File: src/rtl/dl_mem_arbiter.sv
// dl_mem_arbiter: one memory port shared round-robin between the CPU
// and a small FIFO of ioctl download bytes; BIOS loads hold the CPU.
module dl_mem_arbiter #(
   parameter int AW         = 17,
   parameter int FIFO_DEPTH = 4
) (
   input  logic          clk_sys,
   input  logic          reset_n,
   input  logic          dn_download,
   input  logic [7:0]    dn_index,
   input  logic [AW-1:0] dn_addr,
   input  logic [7:0]    dn_data,
   input  logic          dn_wr,
   output logic          dn_wait,
   input  logic          cpu_req,
   input  logic          cpu_we,
   input  logic [AW-1:0] cpu_addr,
   input  logic [7:0]    cpu_wdata,
   output logic          cpu_ack,
   output logic [7:0]    cpu_rdata,
   output logic [AW-1:0] mem_addr,
   output logic [7:0]    mem_wdata,
   output logic          mem_we,
   output logic [2:0]    mem_sel,
   input  logic [7:0]    mem_rdata,
   output logic          hold_cpu,
   output logic          dn_done,
   output logic          dn_overflow
);
   localparam int PW = (FIFO_DEPTH > 1) ? $clog2(FIFO_DEPTH) : 1;
   localparam int CW = PW + 1;

   typedef enum logic [2:0] {
      S_IDLE,
      S_DN_WR,
      S_CPU_WR,
      S_CPU_RA,
      S_CPU_RD,
      S_ACK
   } state_t;

   typedef struct packed {
      logic [2:0]    sel;
      logic [AW-1:0] addr;
      logic [7:0]    data;
   } ent_t;

   state_t        state_q, state_d;
   logic          last_q, last_d;
   logic [CW-1:0] count_q, count_d;
   logic [PW-1:0] wr_ptr_q, wr_ptr_d;
   logic [PW-1:0] rd_ptr_q, rd_ptr_d;
   logic          dn_wait_q, dn_wait_d;
   logic          cpu_ack_q, cpu_ack_d;
   logic [7:0]    cpu_rdata_q, cpu_rdata_d;
   logic [AW-1:0] mem_addr_q, mem_addr_d;
   logic [7:0]    mem_wdata_q, mem_wdata_d;
   logic          mem_we_q, mem_we_d;
   logic [2:0]    mem_sel_q, mem_sel_d;
   logic          hold_q, hold_d;
   logic          busy_q, busy_d;
   logic          done_q, done_d;
   logic          ovf_q, ovf_d;

   ent_t          fifo_mem [FIFO_DEPTH];
   ent_t          head;
   logic [2:0]    sel_dec;
   logic          push, push_ok, pop;
   logic          full, empty;
   logic          dn_elig, cpu_elig;
   logic          grant_dn, grant_cpu;

   always_comb begin
      sel_dec = 3'b000;
      case (dn_index)
         8'd0:    sel_dec = 3'b001;
         8'd3:    sel_dec = 3'b010;
         8'd4:    sel_dec = 3'b100;
         default: sel_dec = 3'b000;
      endcase
   end

   assign full    = (count_q == CW'(FIFO_DEPTH));
   assign empty   = (count_q == '0);
   assign head    = fifo_mem[rd_ptr_q];
   assign push    = dn_wr & (|sel_dec);
   assign pop     = (state_q == S_DN_WR);
   // a pop in the same cycle frees the slot, so a full FIFO still accepts
   assign push_ok = push & (~full | pop);

   always_comb begin
      count_d   = count_q + CW'(push_ok) - CW'(pop);
      wr_ptr_d  = wr_ptr_q + PW'(push_ok);
      rd_ptr_d  = rd_ptr_q + PW'(pop);
      dn_wait_d = (count_d >= CW'(FIFO_DEPTH - 1));
      ovf_d     = ovf_q | (push & full & ~pop);
      busy_d    = dn_download | ~empty;
      done_d    = busy_q & ~busy_d;
      hold_d    = (dn_wr & sel_dec[0]) |
                  (hold_q & ~(~dn_download & empty &
                              (state_q == S_IDLE)));
   end

   assign dn_elig   = ~empty;
   // the ack cycle itself is not a request; a held req counts next cycle
   assign cpu_elig  = cpu_req & ~hold_q & ~cpu_ack_q;
   assign grant_dn  = dn_elig & (~cpu_elig | last_q);
   assign grant_cpu = cpu_elig & ~grant_dn;

   always_comb begin
      state_d     = state_q;
      last_d      = last_q;
      mem_addr_d  = mem_addr_q;
      mem_wdata_d = mem_wdata_q;
      mem_we_d    = 1'b0;
      mem_sel_d   = 3'b000;
      cpu_ack_d   = 1'b0;
      cpu_rdata_d = cpu_rdata_q;
      unique case (state_q)
         S_IDLE: begin
            if (grant_dn) begin
               state_d     = S_DN_WR;
               last_d      = 1'b0;
               mem_addr_d  = head.addr;
               mem_wdata_d = head.data;
               mem_sel_d   = head.sel;
               mem_we_d    = 1'b1;
            end else if (grant_cpu) begin
               state_d     = cpu_we ? S_CPU_WR : S_CPU_RA;
               last_d      = 1'b1;
               mem_addr_d  = cpu_addr;
               mem_wdata_d = cpu_wdata;
               mem_sel_d   = 3'b001;
               mem_we_d    = cpu_we;
            end
         end
         S_DN_WR:  state_d = S_IDLE;
         S_CPU_WR: state_d = S_ACK;
         S_CPU_RA: state_d = S_CPU_RD;
         S_CPU_RD: begin
            cpu_rdata_d = mem_rdata;
            state_d     = S_ACK;
         end
         S_ACK: begin
            cpu_ack_d = 1'b1;
            state_d   = S_IDLE;
         end
         default: state_d = S_IDLE;
      endcase
   end

   always_ff @(posedge clk_sys or negedge reset_n) begin
      if (!reset_n) begin
         state_q     <= S_IDLE;
         last_q      <= 1'b1;
         count_q     <= '0;
         wr_ptr_q    <= '0;
         rd_ptr_q    <= '0;
         dn_wait_q   <= 1'b0;
         cpu_ack_q   <= 1'b0;
         cpu_rdata_q <= '0;
         mem_addr_q  <= '0;
         mem_wdata_q <= '0;
         mem_we_q    <= 1'b0;
         mem_sel_q   <= 3'b000;
         hold_q      <= 1'b0;
         busy_q      <= 1'b0;
         done_q      <= 1'b0;
         ovf_q       <= 1'b0;
      end else begin
         state_q     <= state_d;
         last_q      <= last_d;
         count_q     <= count_d;
         wr_ptr_q    <= wr_ptr_d;
         rd_ptr_q    <= rd_ptr_d;
         dn_wait_q   <= dn_wait_d;
         cpu_ack_q   <= cpu_ack_d;
         cpu_rdata_q <= cpu_rdata_d;
         mem_addr_q  <= mem_addr_d;
         mem_wdata_q <= mem_wdata_d;
         mem_we_q    <= mem_we_d;
         mem_sel_q   <= mem_sel_d;
         hold_q      <= hold_d;
         busy_q      <= busy_d;
         done_q      <= done_d;
         ovf_q       <= ovf_d;
      end
   end

   always_ff @(posedge clk_sys) begin
      if (push_ok) begin
         fifo_mem[wr_ptr_q] <= '{sel: sel_dec, addr: dn_addr, data: dn_data};
      end
   end

   assign dn_wait     = dn_wait_q;
   assign cpu_ack     = cpu_ack_q;
   assign cpu_rdata   = cpu_rdata_q;
   assign mem_addr    = mem_addr_q;
   assign mem_wdata   = mem_wdata_q;
   assign mem_we      = mem_we_q;
   assign mem_sel     = mem_sel_q;
   assign hold_cpu    = hold_q;
   assign dn_done     = done_q;
   assign dn_overflow = ovf_q;
endmodule

File: config.mk
export PLATFORM = sky130hd
export DESIGN_NAME = dl_mem_arbiter
export DESIGN_NICKNAME = d
export VERILOG_FILES = /design/src/rtl/dl_mem_arbiter.sv
export SDC_FILE = /design/constraint.sdc
export NUM_CORES = 1
export LEC_CHECK = 0
export ABC_CLOCK_PERIOD_IN_PS = 7200
export BUFFER_PORTS_ARGS = -buffer_cell sky130_fd_sc_hd__buf_2
export CORE_ASPECT_RATIO = 1.25
export CORE_MARGIN = 2
export CORE_UTILIZATION = 48
export CTS_BUF_LIST = sky130_fd_sc_hd__clkbuf_8
export DETAILED_ROUTE_END_ITERATION = 12
export PLACE_DENSITY = 0.71
export SYNTH_ARGS = -nofsm -noshare
export SYNTH_HDL_FRONTEND = slang
export SYNTH_SLANG_ARGS = --single-unit
File: constraint.sdc
create_clock -name clk_sys -period 7.2 [get_ports clk_sys]
set_input_delay 1.08 -clock clk_sys [delete_from_list [all_inputs] [get_ports clk_sys]]
set_output_delay 1.08 -clock clk_sys [all_outputs]
set_load 0.05 [all_outputs]
==> results by group, run 1 <==
Run
  – MaxCap Viol Count: 0

Placement
  – Post-DP HPWL: 7924 um
  – Dpl cells: 651
  – I/O Buffers: between 100 and 150
  – RD Place Congestion: 0.7202

Hold path
  – Hold path startpoint: busy_q
  – Hold-critical path endpoint: dn_done
  – Hold path depth: 1
  – Hold Crit Class: reg -> reg

CTS
  – Post-CTS Hold Buffers: 0
  – CTS H-tree depth: 4
  – Register clock-pin slew on the reported worst setup and hold paths: 0.08 ns
  – Post-CTS sizing: 0
  – Post-CTS setup buffer count: 0
  – CTS tree: built
  – TritonCTS Buffers: 17
  – Clk sink count: 166
  – CTS max path bufs: 2
  – CTS Root Cell: clkbuf_8
  – Worst-Skew Late Latency: 0.44 ns

Route
  – ANT nets after route: 0
  – DR WL/cell: 18.39 um
  – Vias/cell: about 5.3
  – DRC: 0
  – Drt first pass iters: 4
  – Initial DRC count: 182
  – Total Routed Length: 12580 um
  – DR vias: between 3000 and 4000

Setup path
  – Critical path class: in -> reg
  – Req. time, crit path: 7.53 ns
  – Endpoint type of the worst setup path: flop
  – Worst R2R Path Depth: 10
  – Startpoint types: primary input
  – CP max FO: 5
  – Crit path arrival time: 3.58 ns
  – R2R Path Start: state_q[1]
  – Worst R2R End: dn_wait
  – Reg2Reg Setup Slack: roughly 4.3 ns

Cells and area
  – Final core utilization: 57.63%
  – Synth-to-layout area growth: 17.94%
  – FILL cells: 1077
  – Register Area: between 0.004 and 0.005 sq mm
  – Layout cell share with drive strength beyond 1: 38.28%
  – Most common cell after layout, fill and taps aside: buf_2
  – Non-filler instance count after layout: between 600 and 700
  – Area of the multi-input gates: 0.001600 sq mm
  – Final nets: 576
  – Commonest cells after routing, fill and taps aside: buf_2, edfxtp_1, nand2_1

Synth
  – Mapped Nets: 457
  – Sequential fraction of the synthesis area: 73.27%
  – Synth Flop Type: edfxtp_1
  – Post-synth top area cell: edfxtp_1
  – Number of enable flip-flop cells after synthesis: 112
  – Share of Yosys cell area claimed by the top area cell type: a little over half
  – Mapped Cells: 380
  – Syn_area_per_cell: 16.94 sq um
  – Synth async-reset ratio: between 30 and 40%
  – Ranking of synthesized cells by area: edfxtp_1, dfrtp_1, mux4_2
  – YS warnings: 0
  – Synth Cell Area: 0.006436 sq mm
  – #FFs+latches synth: 166
  – Count of cell types in the netlist: 41

Global routing
  – Largest net degree at the start of global routing: 57
  – Via count of the first global-routing pass: 3777
  – First-pass GRT wire length: 19610 um
  – Antenna violations before repair: 0
  – GR Util All Layers: 18.64%
  – Grt ovf: 0

Floorplan
  – Initial Util: about half
  – IO Count: 114
  – Die Span Y: 133.5 um
  – Row count: 47
  – Core area: 0.01317 sq mm
  – Die W: 107.6 um
  – Die area: 0.01436 sq mm

Pwr
  – PwrDens: between 400 and 500 mW/mm^2
  – Worst vdd ir: 0.2120 mV
  – Leakage: 2.966 nW

Run status
  – Status: completed

STA
  – Final setup viols: 0
  – Hold Slack: 0.4681 ns
  – Setup TNS: 0 ns
  – Final slew viol count: 0
  – Final hold viol count: 0
  – Worst slew pin tran: 1.126 ns
  – Final Cycle Share: 45.12%
  – RSZ-0062 raised after global routing: false
  – Max_slew headroom: 24.21%
  – Clk_skew: 0.009516 ns
  – Fmax: 307.8 MHz
  – Final min period: 3.248 ns
==> report_power, final <==
part | switching (mW) | internal, mW | leakage (nW)
Clock | 0.313 | 0.389 | 0.228
Combinational | 0.822 | 0.426 | 1.09
Sequential | 0.128 | 1.17 | 1.65
Total | 1.26 | 1.99 | 2.97
==> final cells by class <==
| cell class | instances | area share (%) |
|---|---|---|
| antenna | 1 | 0.03297 |
| clock inverter | 13 | 2.143 |
| inverter | 6 | 0.2967 |
| tap | 171 | 2.819 |
| sequential | 166 | 62.14 |
| multi-input combinational | 189 | 21.08 |
| clock buffer | 19 | 3.445 |
| timing repair buffer | 119 | 8.044 |
==> logic make-up (layout without fill, tap and decap cells) <==
group | after synthesis | count (layout) | share of synthesized area (%)
other | 0 | 1 | 0
AOI/OAI and AO/OA | 38 | 38 | 4.063
adders and majority gates | 5 | 5 | 1.089
muxes | 36 | 36 | 11.20
and+or+nand+nor | 106 | 106 | 7.698
xor gates and xnor gates | 4 | 4 | 0.5444
DFF | 166 | 166 | 73.27
buffers and inverters | 25 | 157 | 2.138
==> critical path, cell delays in order <==
cell and delay [ns]:
buf_2 0.10, nor3_1 0.37, nand2_1 0.13, or3_1 0.53
ha_1 0.33, inv_1 0.04, ha_1 0.18, fa_1 0.38
xnor2_1 0.14, xnor2_1 0.14, a21o_1 0.16
==> how the worst max path moves through the flow <==
stage | startpoint | endpoint | slack (ns)
after global routing | dn_index[3] | dn_wait | 3.88
final | dn_index[3] | dn_wait | 3.95
after detailed placement | dn_index[3] | dn_wait | 3.51
after global placement | dn_index[3] | dn_wait | 3.66
after CTS | dn_index[3] | dn_wait | 3.98
after floorplan | dn_index[3] | fifo_mem[2][0] | 2.67
==> cells in the mapped netlist, types with 2 or more instances <==
library cell and number:
nor2_1 30, clkbuf_1 3, xnor2_1 2, edfxtp_1 112, buf_2 8, nand2_1 53, inv_1 5, dfrtp_1 53
a31oi_1 25, and3_1 4, mux4_2 28, mux2_2 8, and2_1 2, ha_1 4, o21a_1 3, nor3b_1 3
a31o_2 2, a21o_1 2, xor2_1 2, buf_4 7, nor4_1 2, nor3_1 3
==> per-stage QoR <==
step / setup WS [ns] / instance area [sq um] / total power [mW]
after global placement: 3.658 / 7164 / 2.546
after global routing: 3.876 / 7589 / 3.427
after detailed placement: 3.507 / 7164 / 2.590
after CTS: 3.980 / 7589 / 3.288
final: 3.952 / 7591 / 3.248
after floorplan: 2.673 / 6436 / 2.307
==> flip-flops by register name, indices dropped and copies added, names as in the netlist, 2 cells and up <==
| signal | count |
|---|---|
| mem_addr | 17 |
| rd_ptr_q | 2 |
| mem_wdata | 8 |
| wr_ptr_q | 2 |
| count_q | 3 |
| fifo_mem | 112 |
| state_q | 3 |
| mem_sel | 3 |
| cpu_rdata | 8 |
==> per-layer routing <==
| layer | GRT usage, % | vias to the layer above | share of wire [%] |
|---|---|---|---|
| met2 | 33.58 | 93 | 56 |
| met5 | 0 | - | 0 |
| met3 | 4.012 | 20 | 3.9 |
| met1 | 21.62 | 1857 | 39 |
| li1 | - | 1673 | - |
| met4 | 6.980 | 0 | 1.5 |
No activity file was read; power rests on OpenSTA's default activity.
==> run 2, diff against run 1 <==
--- a/config.mk
+++ b/config.mk
@@ -5,14 +5,15 @@
 export SDC_FILE = /design/constraint.sdc
 export NUM_CORES = 1
 export LEC_CHECK = 0
-export ABC_CLOCK_PERIOD_IN_PS = 7200
+export ABC_AREA = 1
+export ABC_CLOCK_PERIOD_IN_PS = 2900
 export BUFFER_PORTS_ARGS = -buffer_cell sky130_fd_sc_hd__buf_2
 export CORE_ASPECT_RATIO = 1.25
 export CORE_MARGIN = 2
 export CORE_UTILIZATION = 48
 export CTS_BUF_LIST = sky130_fd_sc_hd__clkbuf_8
 export DETAILED_ROUTE_END_ITERATION = 12
-export PLACE_DENSITY = 0.71
+export PLACE_DENSITY = 0.73
 export SYNTH_ARGS = -nofsm -noshare
 export SYNTH_HDL_FRONTEND = slang
 export SYNTH_SLANG_ARGS = --single-unit
==> constraint.sdc (replaced) <==
create_clock -name clk_sys -period 2.9 [get_ports clk_sys]
set_input_delay 0.435 -clock clk_sys [delete_from_list [all_inputs] [get_ports clk_sys]]
set_output_delay 0.435 -clock clk_sys [all_outputs]
set_load 0.05 [all_outputs]
==> results by group, run 2 <==
Floorplan
  – IO Count: 114 (unchanged)
  – Die Span Y: 142.8 um (was 133.5 um)
  – Die W: 115.1 um (was 107.6 um)
  – Die area: 0.01643 sq mm (was 0.01436 sq mm)
  – Initial Util: 49.29% (was 48.86%)
  – Row count: 50 (was 47)
  – Core area: 0.01501 sq mm (was 0.01317 sq mm)

Synth
  – #FFs+latches synth: 166 (unchanged)
  – Synth Cell Area: 0.007401 sq mm (was 0.006436 sq mm)
  – Post-synth top area cell: edfxtp_1 (unchanged)
  – Synth async-reset ratio: 32.53% (unchanged)
  – Sequential fraction of the synthesis area: 63.72% (was 73.27%)
  – Top cells by count, synth: nand2_1, inv_1, edfxtp_1 (was edfxtp_1, dfrtp_1, nand2_1)
  – Mapped Nets: 803 (was 457)
  – YS warnings: 0 (unchanged)
  – Mapped Cells: 726 (was 380)
  – Syn_area_per_cell: 10.19 sq um (was 16.94 sq um)
  – Synth Flop Type: edfxtp_1 (unchanged)
  – Most common cell in the netlist: nand2_1 (was edfxtp_1)
  – Ranking of synthesized cells by area: edfxtp_1, dfrtp_1, nand2_1 (was edfxtp_1, dfrtp_1, mux4_2)
  – Share of Yosys cell area claimed by the top area cell type: 45.44% (was 52.26%)
  – Number of enable flip-flop cells after synthesis: 112 (unchanged)
  – Count of cell types in the netlist: 37 (was 41)

STA
  – Setup TNS: 0 ns (unchanged)
  – Clk_skew: 0.01069 ns (was 0.009516 ns)
  – RSZ-0062 raised after global routing: false (unchanged)
  – Final setup viols: 0 (unchanged)
  – Final slew viol count: 0 (unchanged)
  – Final min period: 2.409 ns
  – Fmax: between 400 and 500 MHz
  – Worst slew pin tran: 0.9201 ns (was 1.126 ns)
  – Max_slew headroom: 38.57% (was 24.21%)
  – Final hold viol count: 0 (unchanged)
  – Final Cycle Share: 83.05%

Placement
  – RD Place Congestion: 0.8050 (was 0.7202)
  – Post-DP HPWL: 9196 um (was 7924 um)
  – Placement Cell Area: 0.008085 sq mm (was 0.007164 sq mm)
  – I/O Buffers: 113 (unchanged)
  – Dpl cells: 1006 (was 651)

Route
  – ANT nets after route: 0 (unchanged)
  – DR vias: 4905 (was 3643)
  – Drt first pass iters: 4 (unchanged)
  – DRC: 0 (unchanged)
  – Vias/cell: 4.721 (was 5.326)
  – Total Routed Length: 14330 um (was 12580 um)
  – DR WL/cell: 13.79 um (was 18.39 um)
  – Initial DRC count: 310 (was 182)

Setup path
  – CP max stage delay: 0.45 ns (was 0.53 ns)
  – Slowest stage cell, crit path: dfrtp_1 (was or3_1)
  – Top cell family by delay on the critical path: adder cells (was simple AND/OR/NAND/NOR gates)
  – Critical path class: reg -> reg (was in -> reg)
  – Req. time, crit path: 3.25 ns (was 7.53 ns)
  – Startpoint types: flop (was primary input)
  – CP max FO: 4 (was 5)
  – Endpoint type of the worst setup path: flop (unchanged)
  – Worst-path cell chain: nor3_2, nor2_1, inv_1, nand3_2, ha_1, inv_1, ha_1, fa_1, xnor2_1, xor2_1, a21o_1 (was buf_2, nor3_1, nand2_1, or3_1, ha_1, inv_1, ha_1, fa_1, xnor2_1, xnor2_1, a21o_1)
  – Crit path arrival time: 2.76 ns (was 3.58 ns)
  – Crit path buf inv count: 2 (unchanged)

Global routing
  – Via count of the first global-routing pass: 4622 (was 3777)
  – Largest net degree at the start of global routing: 58 (was 57)
  – First-pass GRT wire length: 22580 um (was 19610 um)
  – GR Util All Layers: 18.14% (was 18.64%)
  – Grt ovf: 0 (unchanged)
  – Antenna violations before repair: 1 (was 0)

CTS
  – CTS Root Cell: clkbuf_8 (unchanged)
  – CTS H-tree depth: 4 (unchanged)
  – Register clock-pin slew on the reported worst setup and hold paths: 0.10 ns (was 0.08 ns)
  – Post-CTS sizing: 0 (unchanged)
  – Post-CTS Hold Buffers: 0 (unchanged)
  – TritonCTS Buffers: 17 (unchanged)
  – Worst-Skew Late Latency: 0.45 ns (was 0.44 ns)
  – CTS tree: built (unchanged)
  – Post-CTS setup buffer count: 0 (unchanged)
  – CTS max path bufs: 2 (unchanged)
  – Clk sink count: 166 (unchanged)

Cells and area
  – Post-route cell area: 0.008508 sq mm (was 0.007591 sq mm)
  – Non-filler instance count after layout: 1039 (was 684)
  – Final core utilization: 56.67% (was 57.63%)
  – FILL cells: 1295 (was 1077)
  – Top reg by flops: fifo_mem (unchanged)
  – Most common cell after layout, fill and taps aside: nand2_1 (was buf_2)
  – Final nets: 920 (was 576)
  – Commonest cells after routing, fill and taps aside: nand2_1, inv_1, buf_2 (was buf_2, edfxtp_1, nand2_1)
  – Layout cell share with drive strength beyond 1: 24.42% (was 38.28%)
  – Max reg flops: 112 (unchanged)
  – Synth-to-layout area growth: 14.96% (was 17.94%)

Pwr
  – Sw Ratio: 45.37% (was 38.86%)
  – Internal Power: 4.807 mW (was 1.986 mW)
  – Worst vdd ir: 0.5361 mV (was 0.2120 mV)
  – Clock power frac: 19.6% (was 21.6%)
  – Comb pwr share: 45.2% (was 38.4%)
  – Seq pwr share: 35.3% (was 40.0%)
  – PwrDens: 1034 mW/mm^2 (was 427.8 mW/mm^2)
  – Leakage: 4.191 nW (was 2.966 nW)
  – Switch Pwr: 3.992 mW (was 1.262 mW)

Run status
  – Status: completed (unchanged)

Hold path
  – Hold Crit Class: in -> async (was reg -> reg)

Run
  – MaxCap Viol Count: 0 (unchanged)
[run 2: changes by cell type in the layout (fill, tap and decap cells not counted), moves of 10 or more]
cell     change
a31oi_1     -24
inv_1      +123
mux4_2      -28
nand2_1    +194
nand3_1     +59
nand3_2     +20
nor2_1      -10
[run 2: worst paths after layout]
check | startpoint | end | slack, ns | cells past startpoint
min | reset_n | mem_addr[5] | 0.06 | 1
min in group clk_sys | dn_addr[4] | fifo_mem[1][12] | 0.19 | 1
max in group asynchronous | reset_n | last_q | 2.07 | 2
min reg2reg | mem_wdata[5] | mem_wdata[5] | 0.48 | 2
max reg2reg | state_q[1] | dn_wait | 0.49 | 11
max | state_q[1] | dn_wait | 0.49 | 11
[run 2: layer usage]
layer,GRT usage (%),vias up,share of wire (%)
li1,-,2508,-
met1,23.00,2258,43
met2,30.34,120,50
met3,3.862,19,5.3
met4,7.229,0,1.6
met5,0,-,0
[run 2: kinds of logic (layout without fill, tap and decap cells)]
family / count (synthesis) / in the layout / synth area share [%]
DFF: 166 / 166 / 63.72
buffers and inverters: 165 / 295 / 9.907
adders and majority gates: 5 / 5 / 0.9468
and+or+nand+nor: 363 / 363 / 22.52
AOI/OAI and AO/OA: 15 / 15 / 1.217
xor gates and xnor gates: 4 / 4 / 0.4735
other: 0 / 1 / 0
muxes: 8 / 8 / 1.217
[run 2: final cells by class]
cell class	instances	area (sq um)	share of cell area, %
diodes	1	2.502	0.02941
clock buffers	17	234.0	2.750
clock inverters	15	186.4	2.191
inverters	140	538.0	6.324
multi-input cells	395	1962	23.06
flip-flops and latches	166	4717	55.44
well taps	182	227.7	2.676
repair buffers	123	640.6	7.529
[run 2: power by group through the flow]
stage / Sequential (mW) / Clock (mW) / Combinational (mW)
final: 3.10 / 1.72 / 3.97
after global routing: 3.14 / 1.83 / 4.39
after CTS: 3.11 / 1.75 / 4.02
after detailed placement: 3.16 / 0 / 4.01
after global placement: 3.15 / 0 / 3.95
after floorplan: 4.09 / 0 / 2.34
[run 2: through the flow]
| step | worst slack [ns] | hold WS, ns | power [mW] |
|---|---|---|---|
| after global placement | 0.3678 | 0.4579 | 7.098 |
| final | 0.4915 | 0.06117 | 8.799 |
| after CTS | 0.4775 | 0.08383 | 8.880 |
| after global routing | 0.3166 | 0.1353 | 9.358 |
| after floorplan | 0.3095 | 0.1394 | 6.432 |
| after detailed placement | 0.2878 | 0.4585 | 7.166 |
